**config.mk**
```make
export PLATFORM = sky130hd
export DESIGN_NAME = hazard_stall_ctrl_flat
export DESIGN_NICKNAME = d
export VERILOG_FILES = /design/src/rtl/hazard_stall_ctrl_if.sv /design/src/rtl/hazard_stall_ctrl.sv /design/src/flat_wrapper.sv
export SDC_FILE = /design/constraint.sdc
export NUM_CORES = 1
export LEC_CHECK = 0
export ABC_AREA = 0
export BUFFER_PORTS_ARGS = -buffer_cell sky130_fd_sc_hd__buf_2
export CAP_MARGIN = 20
export CORE_ASPECT_RATIO = 0.6
export CORE_MARGIN = 1.5
export CORE_UTILIZATION = 45
export DETAILED_ROUTE_END_ITERATION = 16
export PLACE_DENSITY = 0.7
export SETUP_SLACK_MARGIN = 0.1
export SYNTH_ARGS = -nofsm -noshare
export SYNTH_HDL_FRONTEND = slang
export SYNTH_SLANG_ARGS = --single-unit
```
**constraint.sdc**
```tcl
create_clock -name CLK -period 4.4 [get_ports CLK]
set_input_delay 0 -clock CLK [delete_from_list [all_inputs] [get_ports CLK]]
set_output_delay 0 -clock CLK [all_outputs]
set_load 0.01 [all_outputs]
```
**src/rtl/hazard_stall_ctrl_if.sv**
```systemverilog
// Control bundle between the RV32 pipeline datapath and the hazard/stall sequencer.
// The datapath side (master) supplies the hazard sources; the sequencer (slave) returns enables.
interface hazard_stall_ctrl_if #(
  parameter int CNT_WIDTH = 16
);
  logic [4:0]           ID_RS1;
  logic [4:0]           ID_RS2;
  logic                 ID_USES_RS1;
  logic                 ID_USES_RS2;
  logic [4:0]           EX_RD;
  logic                 EX_MEM_READ;
  logic                 PC_SEL;
  logic                 DMEM_BUSY;
  logic                 PC_WRITE_EN;
  logic                 IF_ID_WRITE_EN;
  logic                 ID_EX_WRITE_EN;
  logic                 EX_MEM_WRITE_EN;
  logic                 IF_ID_FLUSH;
  logic                 ID_EX_BUBBLE;
  logic                 MEM_WB_BUBBLE;
  logic [1:0]           STATE;
  logic                 HALTED;
  logic [CNT_WIDTH-1:0] STALL_CNT;
  logic [CNT_WIDTH-1:0] FLUSH_CNT;

  modport master (
    output ID_RS1, ID_RS2, ID_USES_RS1, ID_USES_RS2, EX_RD, EX_MEM_READ, PC_SEL, DMEM_BUSY,
    input  PC_WRITE_EN, IF_ID_WRITE_EN, ID_EX_WRITE_EN, EX_MEM_WRITE_EN,
    input  IF_ID_FLUSH, ID_EX_BUBBLE, MEM_WB_BUBBLE, STATE, HALTED, STALL_CNT, FLUSH_CNT
  );

  modport slave (
    input  ID_RS1, ID_RS2, ID_USES_RS1, ID_USES_RS2, EX_RD, EX_MEM_READ, PC_SEL, DMEM_BUSY,
    output PC_WRITE_EN, IF_ID_WRITE_EN, ID_EX_WRITE_EN, EX_MEM_WRITE_EN,
    output IF_ID_FLUSH, ID_EX_BUBBLE, MEM_WB_BUBBLE, STATE, HALTED, STALL_CNT, FLUSH_CNT
  );
endinterface

```
**src/rtl/hazard_stall_ctrl.sv**
```systemverilog
// Hazard and stall sequencer for the 5-stage RV32 core: load-use stalls, EX-resolved flushes,
// data-memory freeze with timeout halt, and saturating stall/flush counters.
module hazard_stall_ctrl #(
  parameter int MEM_TIMEOUT = 16,
  parameter int CNT_WIDTH   = 16
) (
  input  logic                    CLK,
  input  logic                    RESET,
  hazard_stall_ctrl_if.slave      bus
);

  typedef enum logic [1:0] {
    RUN      = 2'd0,
    LU_STALL = 2'd1,
    MEM_WAIT = 2'd2,
    HALT     = 2'd3
  } state_t;

  localparam logic [7:0] WAIT_LAST = 8'(MEM_TIMEOUT - 1);

  state_t               state, state_nxt;
  logic [7:0]           wait_cnt, wait_nxt;
  logic [CNT_WIDTH-1:0] stall_cnt, flush_cnt;
  logic                 lu;
  logic                 pc_we, if_id_we, id_ex_we, ex_mem_we;
  logic                 if_id_flush, id_ex_bubble, mem_wb_bubble;

  function automatic logic [CNT_WIDTH-1:0] sat_inc(input logic [CNT_WIDTH-1:0] v);
    return (&v) ? v : v + CNT_WIDTH'(1);
  endfunction

  assign lu = bus.EX_MEM_READ && (bus.EX_RD != 5'd0) &&
              ((bus.ID_USES_RS1 && (bus.ID_RS1 == bus.EX_RD)) ||
               (bus.ID_USES_RS2 && (bus.ID_RS2 == bus.EX_RD)));

  always_comb begin
    pc_we         = 1'b1;
    if_id_we      = 1'b1;
    id_ex_we      = 1'b1;
    ex_mem_we     = 1'b1;
    if_id_flush   = 1'b0;
    id_ex_bubble  = 1'b0;
    mem_wb_bubble = 1'b0;
    state_nxt     = state;
    wait_nxt      = wait_cnt;

    if (RESET) begin
      pc_we         = 1'b0;
      if_id_we      = 1'b0;
      id_ex_we      = 1'b0;
      ex_mem_we     = 1'b0;
      if_id_flush   = 1'b1;
      id_ex_bubble  = 1'b1;
      mem_wb_bubble = 1'b1;
      state_nxt     = RUN;
      wait_nxt      = 8'd0;
    end else if (state == HALT) begin
      pc_we         = 1'b0;
      if_id_we      = 1'b0;
      id_ex_we      = 1'b0;
      ex_mem_we     = 1'b0;
      mem_wb_bubble = 1'b1;
    end else if (bus.DMEM_BUSY) begin
      // Freeze everything up to EX/MEM; MEM/WB drains a NOP while memory is busy.
      pc_we         = 1'b0;
      if_id_we      = 1'b0;
      id_ex_we      = 1'b0;
      ex_mem_we     = 1'b0;
      mem_wb_bubble = 1'b1;
      if (state != MEM_WAIT) begin
        state_nxt = MEM_WAIT;
        wait_nxt  = 8'd1;
      end else if (wait_cnt == WAIT_LAST) begin
        state_nxt = HALT;
      end else begin
        wait_nxt = wait_cnt + 8'd1;
      end
    end else begin
      wait_nxt = 8'd0;
      if (bus.PC_SEL) begin
        // Squashing the ID instruction makes any concurrent load-use hazard moot.
        if_id_flush  = 1'b1;
        id_ex_bubble = 1'b1;
        state_nxt    = RUN;
      end else if (lu) begin
        pc_we        = 1'b0;
        if_id_we     = 1'b0;
        id_ex_bubble = 1'b1;
        state_nxt    = LU_STALL;
      end else begin
        state_nxt = RUN;
      end
    end
  end

  always_ff @(posedge CLK) begin
    if (RESET) begin
      state     <= RUN;
      wait_cnt  <= 8'd0;
      stall_cnt <= '0;
      flush_cnt <= '0;
    end else begin
      state    <= state_nxt;
      wait_cnt <= wait_nxt;
      if (!pc_we && (state != HALT))
        stall_cnt <= sat_inc(stall_cnt);
      if (if_id_flush)
        flush_cnt <= sat_inc(flush_cnt);
    end
  end

  assign bus.PC_WRITE_EN     = pc_we;
  assign bus.IF_ID_WRITE_EN  = if_id_we;
  assign bus.ID_EX_WRITE_EN  = id_ex_we;
  assign bus.EX_MEM_WRITE_EN = ex_mem_we;
  assign bus.IF_ID_FLUSH     = if_id_flush;
  assign bus.ID_EX_BUBBLE    = id_ex_bubble;
  assign bus.MEM_WB_BUBBLE   = mem_wb_bubble;
  assign bus.STATE           = state;
  assign bus.HALTED          = (state == HALT);
  assign bus.STALL_CNT       = stall_cnt;
  assign bus.FLUSH_CNT       = flush_cnt;

endmodule

```
**src/flat_wrapper.sv**
```systemverilog
// flat-port wrapper written by rule: the top's interface ports become plain ports
module hazard_stall_ctrl_flat 
#(
  parameter int MEM_TIMEOUT = 16,
  parameter int CNT_WIDTH   = 16
)
  (CLK, RESET, bus_ID_RS1, bus_ID_RS2, bus_ID_USES_RS1, bus_ID_USES_RS2, bus_EX_RD, bus_EX_MEM_READ, bus_PC_SEL, bus_DMEM_BUSY, bus_PC_WRITE_EN, bus_IF_ID_WRITE_EN, bus_ID_EX_WRITE_EN, bus_EX_MEM_WRITE_EN, bus_IF_ID_FLUSH, bus_ID_EX_BUBBLE, bus_MEM_WB_BUBBLE, bus_STATE, bus_HALTED, bus_STALL_CNT, bus_FLUSH_CNT);
  hazard_stall_ctrl_if #(.CNT_WIDTH(CNT_WIDTH)) bus_i ();
  input  logic CLK;
  input  logic RESET;
  input wire logic [$bits(bus_i.ID_RS1)-1:0] bus_ID_RS1;
  input wire logic [$bits(bus_i.ID_RS2)-1:0] bus_ID_RS2;
  input wire logic [$bits(bus_i.ID_USES_RS1)-1:0] bus_ID_USES_RS1;
  input wire logic [$bits(bus_i.ID_USES_RS2)-1:0] bus_ID_USES_RS2;
  input wire logic [$bits(bus_i.EX_RD)-1:0] bus_EX_RD;
  input wire logic [$bits(bus_i.EX_MEM_READ)-1:0] bus_EX_MEM_READ;
  input wire logic [$bits(bus_i.PC_SEL)-1:0] bus_PC_SEL;
  input wire logic [$bits(bus_i.DMEM_BUSY)-1:0] bus_DMEM_BUSY;
  output wire logic [$bits(bus_i.PC_WRITE_EN)-1:0] bus_PC_WRITE_EN;
  output wire logic [$bits(bus_i.IF_ID_WRITE_EN)-1:0] bus_IF_ID_WRITE_EN;
  output wire logic [$bits(bus_i.ID_EX_WRITE_EN)-1:0] bus_ID_EX_WRITE_EN;
  output wire logic [$bits(bus_i.EX_MEM_WRITE_EN)-1:0] bus_EX_MEM_WRITE_EN;
  output wire logic [$bits(bus_i.IF_ID_FLUSH)-1:0] bus_IF_ID_FLUSH;
  output wire logic [$bits(bus_i.ID_EX_BUBBLE)-1:0] bus_ID_EX_BUBBLE;
  output wire logic [$bits(bus_i.MEM_WB_BUBBLE)-1:0] bus_MEM_WB_BUBBLE;
  output wire logic [$bits(bus_i.STATE)-1:0] bus_STATE;
  output wire logic [$bits(bus_i.HALTED)-1:0] bus_HALTED;
  output wire logic [$bits(bus_i.STALL_CNT)-1:0] bus_STALL_CNT;
  output wire logic [$bits(bus_i.FLUSH_CNT)-1:0] bus_FLUSH_CNT;
  assign bus_i.ID_RS1 = bus_ID_RS1;
  assign bus_i.ID_RS2 = bus_ID_RS2;
  assign bus_i.ID_USES_RS1 = bus_ID_USES_RS1;
  assign bus_i.ID_USES_RS2 = bus_ID_USES_RS2;
  assign bus_i.EX_RD = bus_EX_RD;
  assign bus_i.EX_MEM_READ = bus_EX_MEM_READ;
  assign bus_i.PC_SEL = bus_PC_SEL;
  assign bus_i.DMEM_BUSY = bus_DMEM_BUSY;
  assign bus_PC_WRITE_EN = bus_i.PC_WRITE_EN;
  assign bus_IF_ID_WRITE_EN = bus_i.IF_ID_WRITE_EN;
  assign bus_ID_EX_WRITE_EN = bus_i.ID_EX_WRITE_EN;
  assign bus_EX_MEM_WRITE_EN = bus_i.EX_MEM_WRITE_EN;
  assign bus_IF_ID_FLUSH = bus_i.IF_ID_FLUSH;
  assign bus_ID_EX_BUBBLE = bus_i.ID_EX_BUBBLE;
  assign bus_MEM_WB_BUBBLE = bus_i.MEM_WB_BUBBLE;
  assign bus_STATE = bus_i.STATE;
  assign bus_HALTED = bus_i.HALTED;
  assign bus_STALL_CNT = bus_i.STALL_CNT;
  assign bus_FLUSH_CNT = bus_i.FLUSH_CNT;
  hazard_stall_ctrl #(.MEM_TIMEOUT(MEM_TIMEOUT), .CNT_WIDTH(CNT_WIDTH)) u_core (.CLK(CLK), .RESET(RESET), .bus(bus_i));
endmodule
```
[Word-level counts from Yosys, hierarchy flattened]
Index checks and enable logic that the tools add are counted.
Word-level totals
  bits in registers: 42
  output and inout bits: 42
Operators by class
  bitwise logic cells: 3
  equality and inequality tests: 8
  add/sub/neg operators: 3
  multiplexer cells: 28
  reductions and logical operators: 14
Operator list (number)
  16-bit by 1-bit adder with 16-bit output, second input constant: 2
  16-bit AND reduction: 2
  8-bit two-way mux: 3
  1-bit two-way mux: 21
  5-bit == test: 2
  8-bit by 1-bit adder with 8-bit output, second input constant: 1
  8-bit by 4-bit == test with 1-bit output, second input constant: 1
  2-bit two-way mux: 4
  2-bit AND reduction: 4
  1-bit logical AND: 5
  5-bit nonzero test: 1
  2-bit inequality test, second input constant: 2
  3-bit by 1-bit inequality test with 1-bit output, second input constant: 1
  3-bit by 2-bit inequality test with 1-bit output, second input constant: 1
  1-bit NOT: 3
  2-bit == test, second input constant: 1
  1-bit zero test: 1
  1-bit logical OR: 1

[Longest topological paths before layout]
Gate-level depths: netlist (run 1).
  depth in word-level cells: 12
  mapped depth: 8

[Least setup slack after synthesis (run 1)]
OpenSTA, ideal clock, no wires.
  kind: reg2reg
  from: register u_core.stall_cnt[3] (netlist: u_core.bus.STALL_CNT[3])
  to: register u_core.stall_cnt[14] (netlist: u_core.bus.STALL_CNT[14])
  path slack: 2313 ps
  arrival: 1971 ps
  data required time: 4284 ps
  clock period less this slack: 2087 ps
  path buffers: 0
  stages on the path, launching flop included: 7
  cell sequence: dfxtp_1 -> nand3_1 -> nor2_2 -> nand4_4 -> or3_2 -> or4_1 -> o211a_1
On the way
  longest elaborated chain between the ends: 3
  elaborated cells on any way between the ends: 4
  classes of those cells: 1 x add/sub; 1 x bitwise; 2 x reduce/logical
Ends and longest elaborated chain
  start, declared: RTL line hazard_stall_ctrl.sv:23  | logic [CNT_WIDTH-1:0] stall_cnt, flush_cnt;
  start signal, assigned: RTL line hazard_stall_ctrl.sv:106  | stall_cnt <= sat_inc(stall_cnt);
  parallel branches: the longest is 3 deep, another holds 16-bit by 1-bit adder with 16-bit output
Several ways; the timed one is not identified.
A chain may end at the register's enable or synchronous reset.

[Worst setup path after layout (run 1)]
Ends and elaborated chain as after synthesis.

==> results by stage, run 1 <==
Run status:
- The flow ran to the end, and the final reports show no timing, DRC or antenna violations.

Clock network:
- Clock tree synthesis found a total of 42 sinks.
- The clock tree from TritonCTS is yes.
- The clock latency on the worst-skew pair is 0.30 ns.
- The H-tree was split into 2 levels.
- After clock tree synthesis, the clock-pin slew on the worst setup and hold paths is 0.08 ns.
- The clock tree root buffer cell is clkbuf_8.
- In this run, post-CTS hold repair placed 0 buffers.
- The post-CTS setup buffer count is 0.
- The number of clock buffers added by TritonCTS is 5.
- Post-CTS repair changed the size of 0 cells.
- The clock passes through at most 2 buffers.

Global routing:
- The via count of the first global-routing pass is 1797.
- The total global routing overflow is 0.
- The largest net degree at the start of global routing is 39.
- The first global-routing pass estimated 8510 µm of wire.
- Global routing used 20.2% of the available tracks across all layers.
- The number of antenna violations at the first check in global routing is 0.

Layout:
- The design area is 2770 µm².
- In the layout the commonest cells are buf_2 (63), dfxtp_1 (42), nor2_1 (26), xnor2_1 (22), nand2_1 (18).
- The antenna diode count is 0.
- Cells with a size suffix above 1 make up 27.0% of the layout.
- The post-layout instance count excluding filler cells is 389.
- The number of filler cells placed in the layout is 449.
- In the final layout, the multi-input gates occupy 1340 µm².
- The final core area utilization is 58.6%.
- The library cell used most frequently in the layout, excluding fill and tap cells, is buf_2.
- The number of nets in the finished design is 350.
- The sequential cells in the finished layout cover a total of 841 µm².
- The area growth from synthesis to layout is 21.4%.

Power:
- The total power of the final layout is 0.852 mW.
- For this design the ratio of total power to cell area is 307 nW/µm².
- The clock network fraction of total power is 44.9%.
- The leakage power summed over all cells is 1.09 nW.
- The part of the total power dissipated in sequential elements is 46.3%.
- Net switching is 22.4% of the power.
- Internal power comes to 0.661 mW.
- For this design the total switching power over the nets is 0.191 mW.
- The combinational share of power is 8.8%.
- Across the VDD grid, the largest voltage drop is 0.167 mV.

STA:
- The minimum period implied by the final worst setup slack is 2.26 ns.
- The remaining max-slew budget at the tightest pin is 51.0%.
- Timing would allow up to 443 MHz.
- Setup repair after global routing left no endpoint under its margin.
- The clock skew is 0.00436 ns.
- Of the available clock period, the critical path in the final layout requires 51.3%.
- The number of endpoints failing setup at the final stage is 0.
- The number of hold violations in the final report came to 0.
- The number of slew-limit violations in the final report is 0.
- The pin slew with the least headroom to its limit is 0.734 ns.
- For the final routed database, the setup TNS stands at 0 ns.

Drt:
- Dividing the detail-routed via count by the number of cells gives 5.41.
- The detail route stage leaves a number of antenna-violating nets equal to 0.
- The detailed router finished its first iteration with 136 violations.
- After detailed routing, the number of remaining DRC violations is 0.
- The number of vias after detailed routing is 2105.
- The post-detailed-routing wire length is 5410 µm.
- The count of TritonRoute iterations in the first routing pass is 4.
- After detailed routing, the average wire length per cell comes to 13.9 µm.

Synthesis:
- The number of nets produced by synthesis is 288.
- The share of the yosys chip area belonging to registers is 36.8%.
- For this run, asynchronously set or reset flops after synthesis account for 0%.
- The count of flip-flops with a built-in enable after synthesis is 0.
- Yosys printed 0 warnings.
- Counting every instance in the synthesized netlist gives 263.
- The distinct cell type count after synthesis is 53.
- The synthesized netlist occupies a cell area of 2280 µm².
- The predominant post-synthesis flop cell is dfxtp_1.
- The mean post-synth cell area is 8.69 µm².
- After synthesis the netlist holds a flip-flop and latch count of 42.

Placed design:
- The number of placed cells counting well taps is 380.
- Once placement finished, the instance area stood at 2620 µm².
- The number of input and output port buffers inserted is 63.
- The detailed placer's ending HPWL is 3900 µm.
- The global placement routability congestion is 0.834.

Critical path:
- Of all nets on the critical path, the largest fanout is 6.
- The critical path goes through nand3_1 -> nor2_2 -> nand4_4 -> or3_2 -> or4_1 -> o211a_1.
- The element type at the critical path end is a flop.
- For this design, the slowest cell found on the critical path is or3_2.
- STA puts the critical path data required time at 4.60 ns.
- On the worst path, the slowest cell contributes a delay of 0.49 ns.
- The buffering stage count on the worst path with inverters included is 0.
- STA classifies the critical path startpoint as a flop.
- For the worst setup path, the data arrival time is 2.45 ns.
- In this design, the largest share of critical-path delay is due to simple AND/OR/NAND/NOR gates.
- The worst setup path is of the reg2reg kind.

Floorplanning:
- The core region is 4730 µm².
- The number of primary I/O pins is 64.
- Once the floorplan was initialized, standard cells occupied 48.3% of the core.
- Measured along the y axis, the die boundary spans 58.2 µm.
- The total number of placement rows is 19.
- The overall die area is 5530 µm².
- The die is 95.0 µm wide.

Worst hold path:
- The tightest min-delay check is of the in2reg type.

Job:
- The number of max-cap violations is 0.
==> per-stage QoR <==
stage                     setup WS [ns]  hold slack (ns)
after floorplan                    2.31            0.139
after global placement             2.02            0.340
after detailed placement           1.95            0.339
after CTS                          2.15           0.0198
after global routing               1.98           0.0335
final                              2.14           0.0296
==> layer usage <==
layer / wire [µm] / track usage (%) / vias up
met5: 0 / 0 / -
met4: 15 / 7.04 / 0
met3: 362 / 4.99 / 2
met2: 2200 / 28.4 / 72
met1: 2830 / 30.0 / 953
li1: - / - / 1078
==> area by class of cell <==
class / count / share of cell area, %
clock inverter: 2 / 2.17
tap: 63 / 2.84
inverter: 10 / 1.35
sequential: 42 / 30.3
clock buffer: 6 / 2.98
multi-input combinational: 201 / 48.1
timing repair buffer: 65 / 12.2
==> state kept, by name, indices dropped and copies added (netlist names) <==
register / flops
u_core.bus.FLUSH_CNT: 16
u_core.bus.STATE: 2
u_core.wait_cnt: 8
u_core.bus.STALL_CNT: 16
==> path summary, 6_finish.rpt <==
| kind | from | to | slack (ns) | depth (start not counted) |
|---|---|---|---|---|
| worst max-delay path | u_core.bus.STALL_CNT[3] | u_core.bus.STALL_CNT[14] | 2.14 | 6 |
| worst min-delay path | bus_PC_SEL | u_core.bus.STATE[0] | 0.03 | 3 |
| worst max register to register | u_core.bus.STALL_CNT[3] | u_core.bus.STALL_CNT[14] | 2.14 | 6 |
| worst min register to register | u_core.wait_cnt[1] | u_core.wait_cnt[1] | 0.49 | 2 |
==> worst register-to-register path, cell delays in order, from the launching register on <==
cell and delay, ns:
dfxtp_1 0.41, nand3_1 0.19, nor2_2 0.26, nand4_4 0.18, or3_2 0.50, or4_1 0.48
o211a_1 0.14
==> kinds of logic (layout without fill, tap and decap cells) <==
| logic type | count (synthesis) | after routing | synth area share [%] |
|---|---|---|---|
| muxes | 5 | 5 | 2.90 |
| buffers and inverters | 20 | 83 | 4.76 |
| DFF | 42 | 42 | 36.8 |
| adders and majority gates | 3 | 3 | 1.64 |
| xor gates and xnor gates | 27 | 27 | 10.4 |
| AOI/OAI and AO/OA | 47 | 47 | 14.0 |
| and+or+nand+nor | 119 | 119 | 29.5 |
==> cells in the mapped netlist, drive strengths merged (5+ instances only) <==
library cell / count / area share, %
buf: 6 / 2.5
nand3: 15 / 3.3
nand2: 18 / 3.0
nand4: 10 / 3.4
nor3: 9 / 2.2
o21ai: 7 / 1.7
o21a: 5 / 1.6
a21oi: 17 / 3.7
or3: 8 / 2.2
dfxtp: 42 / 37
xor2: 5 / 1.9
or4: 10 / 3.3
o31ai: 8 / 2.8
nor4: 6 / 2.5
inv: 9 / 1.5
nor2: 28 / 4.8
xnor2: 22 / 8.4
==> power groups by stage <==
| stage | logic [mW] | registers [mW] | clock network [mW] |
|---|---|---|---|
| after floorplan | 0.0453 | 0.404 | 0 |
| after CTS | 0.0740 | 0.394 | 0.387 |
| after detailed placement | 0.0735 | 0.403 | 0 |
| after global placement | 0.0717 | 0.403 | 0 |
| final | 0.0751 | 0.394 | 0.382 |
| after global routing | 0.0830 | 0.395 | 0.406 |
Note: power is estimated with default switching activity, not from simulation.
==> inputs of run 2 (changes only) <==
--- a/config.mk
+++ b/config.mk
@@ -5,14 +5,14 @@
 export SDC_FILE = /design/constraint.sdc
 export NUM_CORES = 1
 export LEC_CHECK = 0
-export ABC_AREA = 0
+export ABC_AREA = 1
 export BUFFER_PORTS_ARGS = -buffer_cell sky130_fd_sc_hd__buf_2
 export CAP_MARGIN = 20
 export CORE_ASPECT_RATIO = 0.6
 export CORE_MARGIN = 1.5
 export CORE_UTILIZATION = 45
 export DETAILED_ROUTE_END_ITERATION = 16
-export PLACE_DENSITY = 0.7
+export PLACE_DENSITY = 0.72
 export SETUP_SLACK_MARGIN = 0.1
 export SYNTH_ARGS = -nofsm -noshare
 export SYNTH_HDL_FRONTEND = slang
==> constraint.sdc (replaced) <==
create_clock -name CLK -period 1.83 [get_ports CLK]
set_input_delay 0 -clock CLK [delete_from_list [all_inputs] [get_ports CLK]]
set_output_delay 0 -clock CLK [all_outputs]
set_load 0.01 [all_outputs]
==> run 2 against run 1 <==
Against the previous run:
- routed wire length grew 27%
- final area rose by 21%
- critical path depth up 3
- worst hold slack lost 0.0048 ns
- synthesized cell count increased by 47%
- count of clock-buffer cells in the layout did not move
- register-to-register slack got worse by 2.0 ns
- total power increased by 120%
- non-clock buffer count rose by 23
- sequential power increased by 140%
- die area increased by 12%
- clock skew rose by 0.0047 ns
- critical path type unchanged
- critical endpoint is now u_core.wait_cnt[4]
- largest cell class unchanged
==> results by stage, run 2 <==
Layout:
- The number of antenna diodes in the final layout is 0.
- After routing the design area is 3360 µm².
- The most common cell after layout, fill and taps aside is nand2_1.
- The post-route netlist has 32.6% of its cells at a drive strength greater than 1.
- Leaving out fill and tap cells, the most frequent cells in the layout are nand2_1 (87), buf_2 (63), nor2_1 (46), inv_1 (44), dfxtp_1 (35).
- Cells fill 60.6% of the core in the end.
- The post-layout instance count excluding filler cells is 552.
- The synthesis-to-layout area growth is 31.1%.
- The net count of the finished layout is 496.
- The number of filler cells placed in the layout is 501.

STA:
- Setup violations remaining at the end of the flow were counted as 0.
- The worst-case hold slack is 0.0248 ns.
- Setup repair after global routing could not meet its margin everywhere.
- The accumulated negative setup slack is 0 ns.
- Timing would allow up to 584 MHz.
- The clock skew is 0.00911 ns.
- The worst path uses 93.6% of the clock period.
- The number of hold violations in the final report is 0.
- The number of slew-limit violations in the final report is 0.
- The pin slew with the least headroom to its limit is 0.412 ns.
- In this run the tightest slew margin relative to its limit is 72.3%.
- The minimum period implied by the final worst setup slack is 1.71 ns.
- The final worst setup slack is 0.117 ns.

Placed design:
- The HPWL after detailed placement is 4910 µm.
- The number of placed cells counting well taps is 534.
- The global placement routability congestion is 0.906.
- The placed instances occupy a cell area of 3030 µm².
- The pre-CTS setup slack is 0.0486 ns.
- During placement, the flow inserted port buffers numbering 63.

Critical path:
- Across all register-to-register paths, the minimum setup slack is 0.12 ns.
- Data on the critical path is required at its endpoint by 2.01 ns.
- The worst register-to-register path ends at u_core.wait_cnt[4].
- The depth of the most critical reg-to-reg path is 9.
- The top fanout value on the critical path is 5.
- The type of the worst setup path is reg2reg.
- The data arrival time at the worst-slack endpoint is 1.89 ns.
- The worst setup path is captured at a flop.
- The launch instance of the worst register-to-register path is u_core.wait_cnt[0].
- The launching element type of the critical path is a flop.

Synthesis:
- The cell with the most instances after synthesis is nand2_1.
- The area of the mapped netlist is 2560 µm².
- Measured against the total synthesized area, the mux share comes to 0%.
- The post-synthesis async set-or-reset flop share is 0%.
- After Yosys synthesis, XOR and XNOR cells account for 5.47% of the synthesized area.
- Counting flops and latches in the post-synthesis netlist gives 42.
- The predominant post-synthesis flop cell is dfxtp_1.
- Sorting the synthesized cells by how often they occur yields nand2_1 (92), nor2_1 (53), inv_1 (45).
- The distinct cell type count after synthesis is 33.
- After synthesis, the largest area contributor takes up 32.8% of total cell area.
- The synthesized netlist devotes 39.0% of its cell area to simple gates.
- By area, the combinational part of the netlist is dominated by simple AND/OR/NAND/NOR gates.
- For this run, the number of Yosys warnings is 0.
- By area the synthesized netlist is led by dfxtp_1 (33%), nand2_1 (13%), nor2_1 (7.8%), inv_1 (6.6%), nand4_1 (5.4%).
- The number of nets produced by synthesis is 411.
- Each instance of the synthesized netlist takes up on average 6.64 µm².
- The count of flip-flops with a built-in enable after synthesis is 0.
- The cell type with the largest total area after synthesis is dfxtp_1.
- Synthesis produced a netlist whose cell count is 386.
- Summing the areas of all compound-gate instances in the mapped netlist gives 11.8% of the synthesized area.
- Sequential elements use 32.8% of the synthesized area.
- The adder and majority gate portion of the synthesized area is 1.46%.

Floorplanning:
- Measured along the x axis, the die boundary spans 100 µm.
- The floorplan core area is 5540 µm².
- The floorplan die height is 61.5 µm.
- Row generation in the floorplan step produced 21 rows.
- The initial standard-cell utilization of the core is 46.2%.
- Pin placement for this block handled 64 I/O pins.
- The overall die area is 6170 µm².

Power:
- IR analysis of the VDD net gives a maximum drop of 0.303 mV.
- The share of total power consumed by net switching is 27.2%.
- The internal portion of total power is 1.34 mW.
- In this run the power spent charging and discharging nets is 0.501 mW.
- Summed over all cells, the static leakage comes to 1.47 nW.
- In this run, the combinational gates consume 13.5% of the power.
- The total power per unit cell area is 549 nW/µm².
- Registers are responsible for 51.5% of the overall power.
- The clock network fraction of total power is 35.0%.
- Overall power consumption after layout is estimated at 1.84 mW.

Drt:
- The average routed wire per standard cell is 12.5 µm.
- The count of TritonRoute iterations in the first routing pass is 5.
- The number of violations reported at the end of detailed-routing iteration 0 is 167.
- The final route contains 2805 vias.
- After detailed routing, the total wire length is 6890 µm.
- The number of nets still failing antenna checks after routing is 0.
- In the routed design, unresolved DRC markers number 0.
- The vias per cell is 5.08.

Clock network:
- The clock passes through at most 2 buffers.
- TritonCTS built the clock tree.
- The tree is rooted in a clkbuf_8.
- The tree built by TritonCTS fans out to 42 sinks.
- The clock reaches the later pin of the worst-skew pair after 0.30 ns.
- Clock tree synthesis inserted a total of 5 buffers.
- After clock tree synthesis, the clock-pin slew on the worst setup and hold paths is 0.09 ns.
- The deepest level of the CTS H-tree is 2.

Worst hold path:
- The hold path startpoint is RESET.
- Along the worst hold path, the cell count comes to 2.
- The path class of the tightest hold or removal check is in2reg.
- The worst hold path terminates at u_core.bus.STALL_CNT[13].

Global routing:
- The wire length of the first global-routing pass is 10600 µm.
- The number of antenna violations at the first check in global routing is 0.
- The met2 usage in global routing is 34.1%.
- Summed over all layers, the global routing overflow is 0.
- The most used routing layer is met2.
- For met3 alone, demand over resource in global routing was 4.31%.
- The via count of the first global-routing pass was 2313.
- The total routing usage reported by global routing is 21.6%.
- Entering global routing, the biggest net connects 19 pins.
- Global routing consumed, on the met1 layer, 31.5% of the routing resources.

Job:
- The number of max-cap violations is 0.

Run status:
- The run finished with clean final reports.
run 2: cell count changes in the layout (fill, tap and decap cells not counted), moves of 8 or more:
cell	previous run	this run
inv_1	9	44
buf_4	1	21
o21ai_0	4	12
nand2_2	0	16
or4_1	10	0
nand2_1	18	87
xnor2_1	22	6
a21oi_2	0	12
nand4_1	9	22
nor2_1	26	46
run 2: per-layer routing:
layer  part of all wire, %  up-vias
li1                      -     1420
met1                    47     1257
met2                    43      118
met3                   8.2       10
met4                  0.97        0
met5                     0        -
run 2: timing repair:
item                       4_1_cts  5_1_grt
pin swaps                        1        7
hold endpoints to repair         1        0
resized for setup                5       36
setup endpoints to repair       16       30
setup buffers                    4        5
hold buffers                     1        0
run 2: area by class of cell:
type | count | area, µm² | area share, %
Inverter | 47 | 181 | 5.40
Sequential cell | 42 | 850 | 25.3
Multi-Input combinational cell | 287 | 1600 | 47.6
Clock buffer | 6 | 82.6 | 2.46
Timing Repair Buffer | 88 | 534 | 15.9
Tap cell | 80 | 100 | 2.98
Clock inverter | 2 | 12.5 | 0.373
run 2: worst max path at each step:
stage,start,depth (start not counted),slack (ns),end
6_report,u_core.wait_cnt[0],9,0.12,u_core.wait_cnt[4]
5_1_grt,u_core.wait_cnt[0],9,0.02,u_core.wait_cnt[4]
4_1_cts,u_core.bus.STALL_CNT[1],10,0.11,u_core.bus.STALL_CNT[14]
3_5_place_dp,u_core.bus.STALL_CNT[1],9,0.05,u_core.bus.STALL_CNT[5]
3_3_place_gp,u_core.bus.FLUSH_CNT[1],12,0.11,u_core.bus.FLUSH_CNT[9]
2_1_floorplan,u_core.bus.STALL_CNT[1],10,0.13,u_core.bus.STALL_CNT[6]
run 2: cells by family after synthesis:
kind of cell	count (synthesis)
simple gates	217
buf+inv	57
compound gates	51
flops	42
xor+xnor	16
fa+ha+maj	3
run 2: worst max-delay path: stages (launching register included):
cell and delay (ns):
dfxtp_2 0.36, ha_1 0.17, nand2_1 0.09, nor2_2 0.15, nand4_1 0.20, o21ai_4 0.26
nor2_1 0.10, nand2_1 0.09, nand2_1 0.05, nor3b_2 0.14
run 2: power by group through the flow:
stage,clock (mW),combinational [mW],sequential (mW)
after CTS,0.660,0.233,0.941
after detailed placement,0,0.218,0.962
after global routing,0.707,0.280,0.951
final,0.645,0.249,0.949
after floorplan,0,0.121,0.971
after global placement,0,0.213,0.961
==> inputs of run 3 (changes only) <==
--- a/config.mk
+++ b/config.mk
@@ -13,6 +13,7 @@
 export CORE_UTILIZATION = 45
 export DETAILED_ROUTE_END_ITERATION = 16
 export PLACE_DENSITY = 0.72
+export RECOVER_POWER = 50
 export SETUP_SLACK_MARGIN = 0.1
 export SYNTH_ARGS = -nofsm -noshare
 export SYNTH_HDL_FRONTEND = slang
==> run 3 against run 2 <==
Against the previous run:
- non-clock buffer count unchanged
- sequential share of layout area up 0.34 points
- setup slack improved by 0.0099 ns
- largest power group unchanged
==> results by stage, run 3 (synthesis results as in run 2) <==
Drt:
- The number of nets still failing antenna checks after routing is 0.
- The count of TritonRoute iterations in the first routing pass is 5.
- For this run, design rule violations remaining after detail routing come to 0.
- The routed layout has 2770 vias.
- After detailed routing, the number of vias per cell comes to 5.02.
- The post-detailed-routing wire length is 6900 µm.
- The number of violations reported at the end of detailed-routing iteration 0 is 196.
- The average routed wire per standard cell is 12.5 µm.

Clock network:
- The clock net in this run drives a total of 42 sinks.
- The clock tree root buffer cell is clkbuf_8.
- Clock-pin slew was measured on the worst setup and hold paths at 0.09 ns.
- The clock tree from TritonCTS is yes.
- Counting the buffers created by CTS gives 5.
- The deepest level of the CTS H-tree is 2.
- The clock latency on the worst-skew pair is 0.30 ns.
- The number of buffers on the longest clock path is 2.

Floorplanning:
- The die covers 6170 µm².
- The number of primary I/O pins is 64.
- The floorplan core area is 5540 µm².
- Row generation in the floorplan step produced 21 rows.
- The initial standard-cell utilization of the core is 46.2%.
- From bottom edge to top edge, the die measures 61.5 µm.
- Measured along the x axis, the die boundary spans 100 µm.

Critical path:
- In this design, the critical path's most frequently occurring cell is nand2_1.
- The slowest stage of the critical path belongs to the cell dfxtp_2.
- On the worst path, the slowest cell contributes a delay of 0.36 ns.
- Walking the worst path, the cells encountered are ha_1 -> nand2_1 -> nor2_2 -> nand4_1 -> o21ai_4 -> nor2_1 -> nand2_1 -> nand2_1 -> nor3b_2.
- STA classifies the critical path endpoint as a flop.
- By startpoint and endpoint, the worst setup path is classified as reg2reg.
- Along the worst path, the maximum fanout reaches 5.
- The required time of the critical path is 2.01 ns.
- The critical path contains buffers and inverters numbering 0 combined.
- Among cell families on the critical path, the largest total delay comes from simple AND/OR/NAND/NOR gates.
- The launch instance of the worst register-to-register path is u_core.wait_cnt[0].
- The launching element type of the critical path is a flop.
- The origin of the worst setup path is u_core.wait_cnt[0].
- At the worst endpoint, the arrival time is 1.88 ns.

Layout:
- From synthesis to final layout, the design area changed by 29.0%.
- The number of antenna diodes in the final layout is 0.
- The most common cell after layout, fill and taps aside is nand2_1.
- In the final layout, the share of cells above drive strength 1 is 25.4%.
- In the final design database the tool counted 496 nets.
- Leaving out fill and tap cells, the most frequent cells in the layout are nand2_1 (88), nor2_1 (46), inv_1 (44), dfxtp_1 (37), buf_2 (35).

Global routing:
- The number of antenna violations at the first check in global routing was 0.
- Summed over all layers, the global routing overflow is 0.
- The first global-routing pass estimated 10600 µm of wire.
- The total routing usage reported by global routing is 21.6%.
- The via count of the first global-routing pass came to 2313.
- The largest net degree at the start of global routing is 19.

Worst hold path:
- The worst hold path belongs to the class in2reg.
- The hold path startpoint is RESET.

Placed design:
- The detailed placer's ending HPWL is 4910 µm.
- At the end of routability-driven placement, the weighted congestion stood at 0.906.
- The number of input and output port buffers inserted is 63.

Job:
- The tool flagged a number of max-cap violations equal to 0.

STA:
- Setup repair after global routing could not meet its margin everywhere.
- The accumulated negative setup slack is 0 ns.
- Setup violations remaining at the end of the flow were counted as 0.
- The clock skew is 0.00792 ns.
- The number of hold violations in the final report is 0.
- The minimum period implied by the final worst setup slack is 1.70 ns.
- Derived from the worst setup path, the maximum achievable clock frequency is 587 MHz.
- The number of slew-limit violations in the final report is 0.
- The remaining max-slew budget at the tightest pin is 71.6%.
- The worst path uses 93.1% of the clock period.
- The pin slew with the least headroom to its limit is 0.426 ns.

Power:
- Power spread over the standard cell area amounts to 558 nW/µm².
- The total power of the final layout is 1.84 mW.
- The worst-case vdd ir drop is 0.303 mV.
- The leakage power summed over all cells is 1.33 nW.

Run status:
- The run finished with clean final reports.
## run 3: cell count changes in the layout (fill, tap and decap cells not counted), sizes merged
cell	delta
buf	-32
clkbuf	+32
## run 3: power by group
group          internal (mW)  switching [mW]
sequential             0.930          0.0179
combinational          0.105           0.142
clock                  0.304           0.344
total                   1.34           0.504
## run 3: final cells by class
class	count	area (µm²)
sequential	42	847
clock buffer	6	82.6
timing repair buffer	88	485
clock inverter	2	12.5
multi-input combinational	287	1600
fill	520	2240
inverter	47	181
tap	80	100
## run 3: metrics by stage
stage,hold slack [ns],cells,utilization (%),cell area (µm²),setup WS [ns]
2_1_floorplan,0.0691,386,-,2560,0.125
3_3_place_gp,0.308,534,54.6,3030,0.109
3_5_place_dp,0.303,534,54.6,3030,0.0486
4_1_cts,0.00960,547,57.7,3200,0.111
5_1_grt,0.0274,552,59.6,3300,0.0221
6_report,0.0253,552,59.6,3300,0.126
## run 3: path summary, 6_finish.rpt
kind / slack [ns] / cells after the start / end
worst min-delay path: 0.03 / 2 / u_core.bus.STALL_CNT[13]
worst max-delay path: 0.13 / 9 / u_core.wait_cnt[4]
worst max register to register: 0.13 / 9 / u_core.wait_cnt[4]
worst min register to register: 0.48 / 2 / u_core.wait_cnt[7]
## run 3: layer usage
layer  track usage (%)  part of all wire [%]  up-vias
li1                  -                     -     1421
met1              31.5                    48     1250
met2              34.1                    44       93
met3              4.31                   7.1        6
met4              3.22                  0.67        0
met5                 0                     0        -
## run 3: what timing repair did
action,4_1_cts,5_1_grt
gates resized for setup,5,36
setup buffers,4,5
hold buffers,1,0
setup endpoints to repair,16,30
pin swaps,1,7
hold endpoints to repair,1,0
## run 3: worst reg2reg max path: cells and delay by family, from the launching register on
kind,cells,cell delay (ns)
simple gates,7,0.81
flops,1,0.36
fa+ha+maj,1,0.17
compound gates,1,0.26
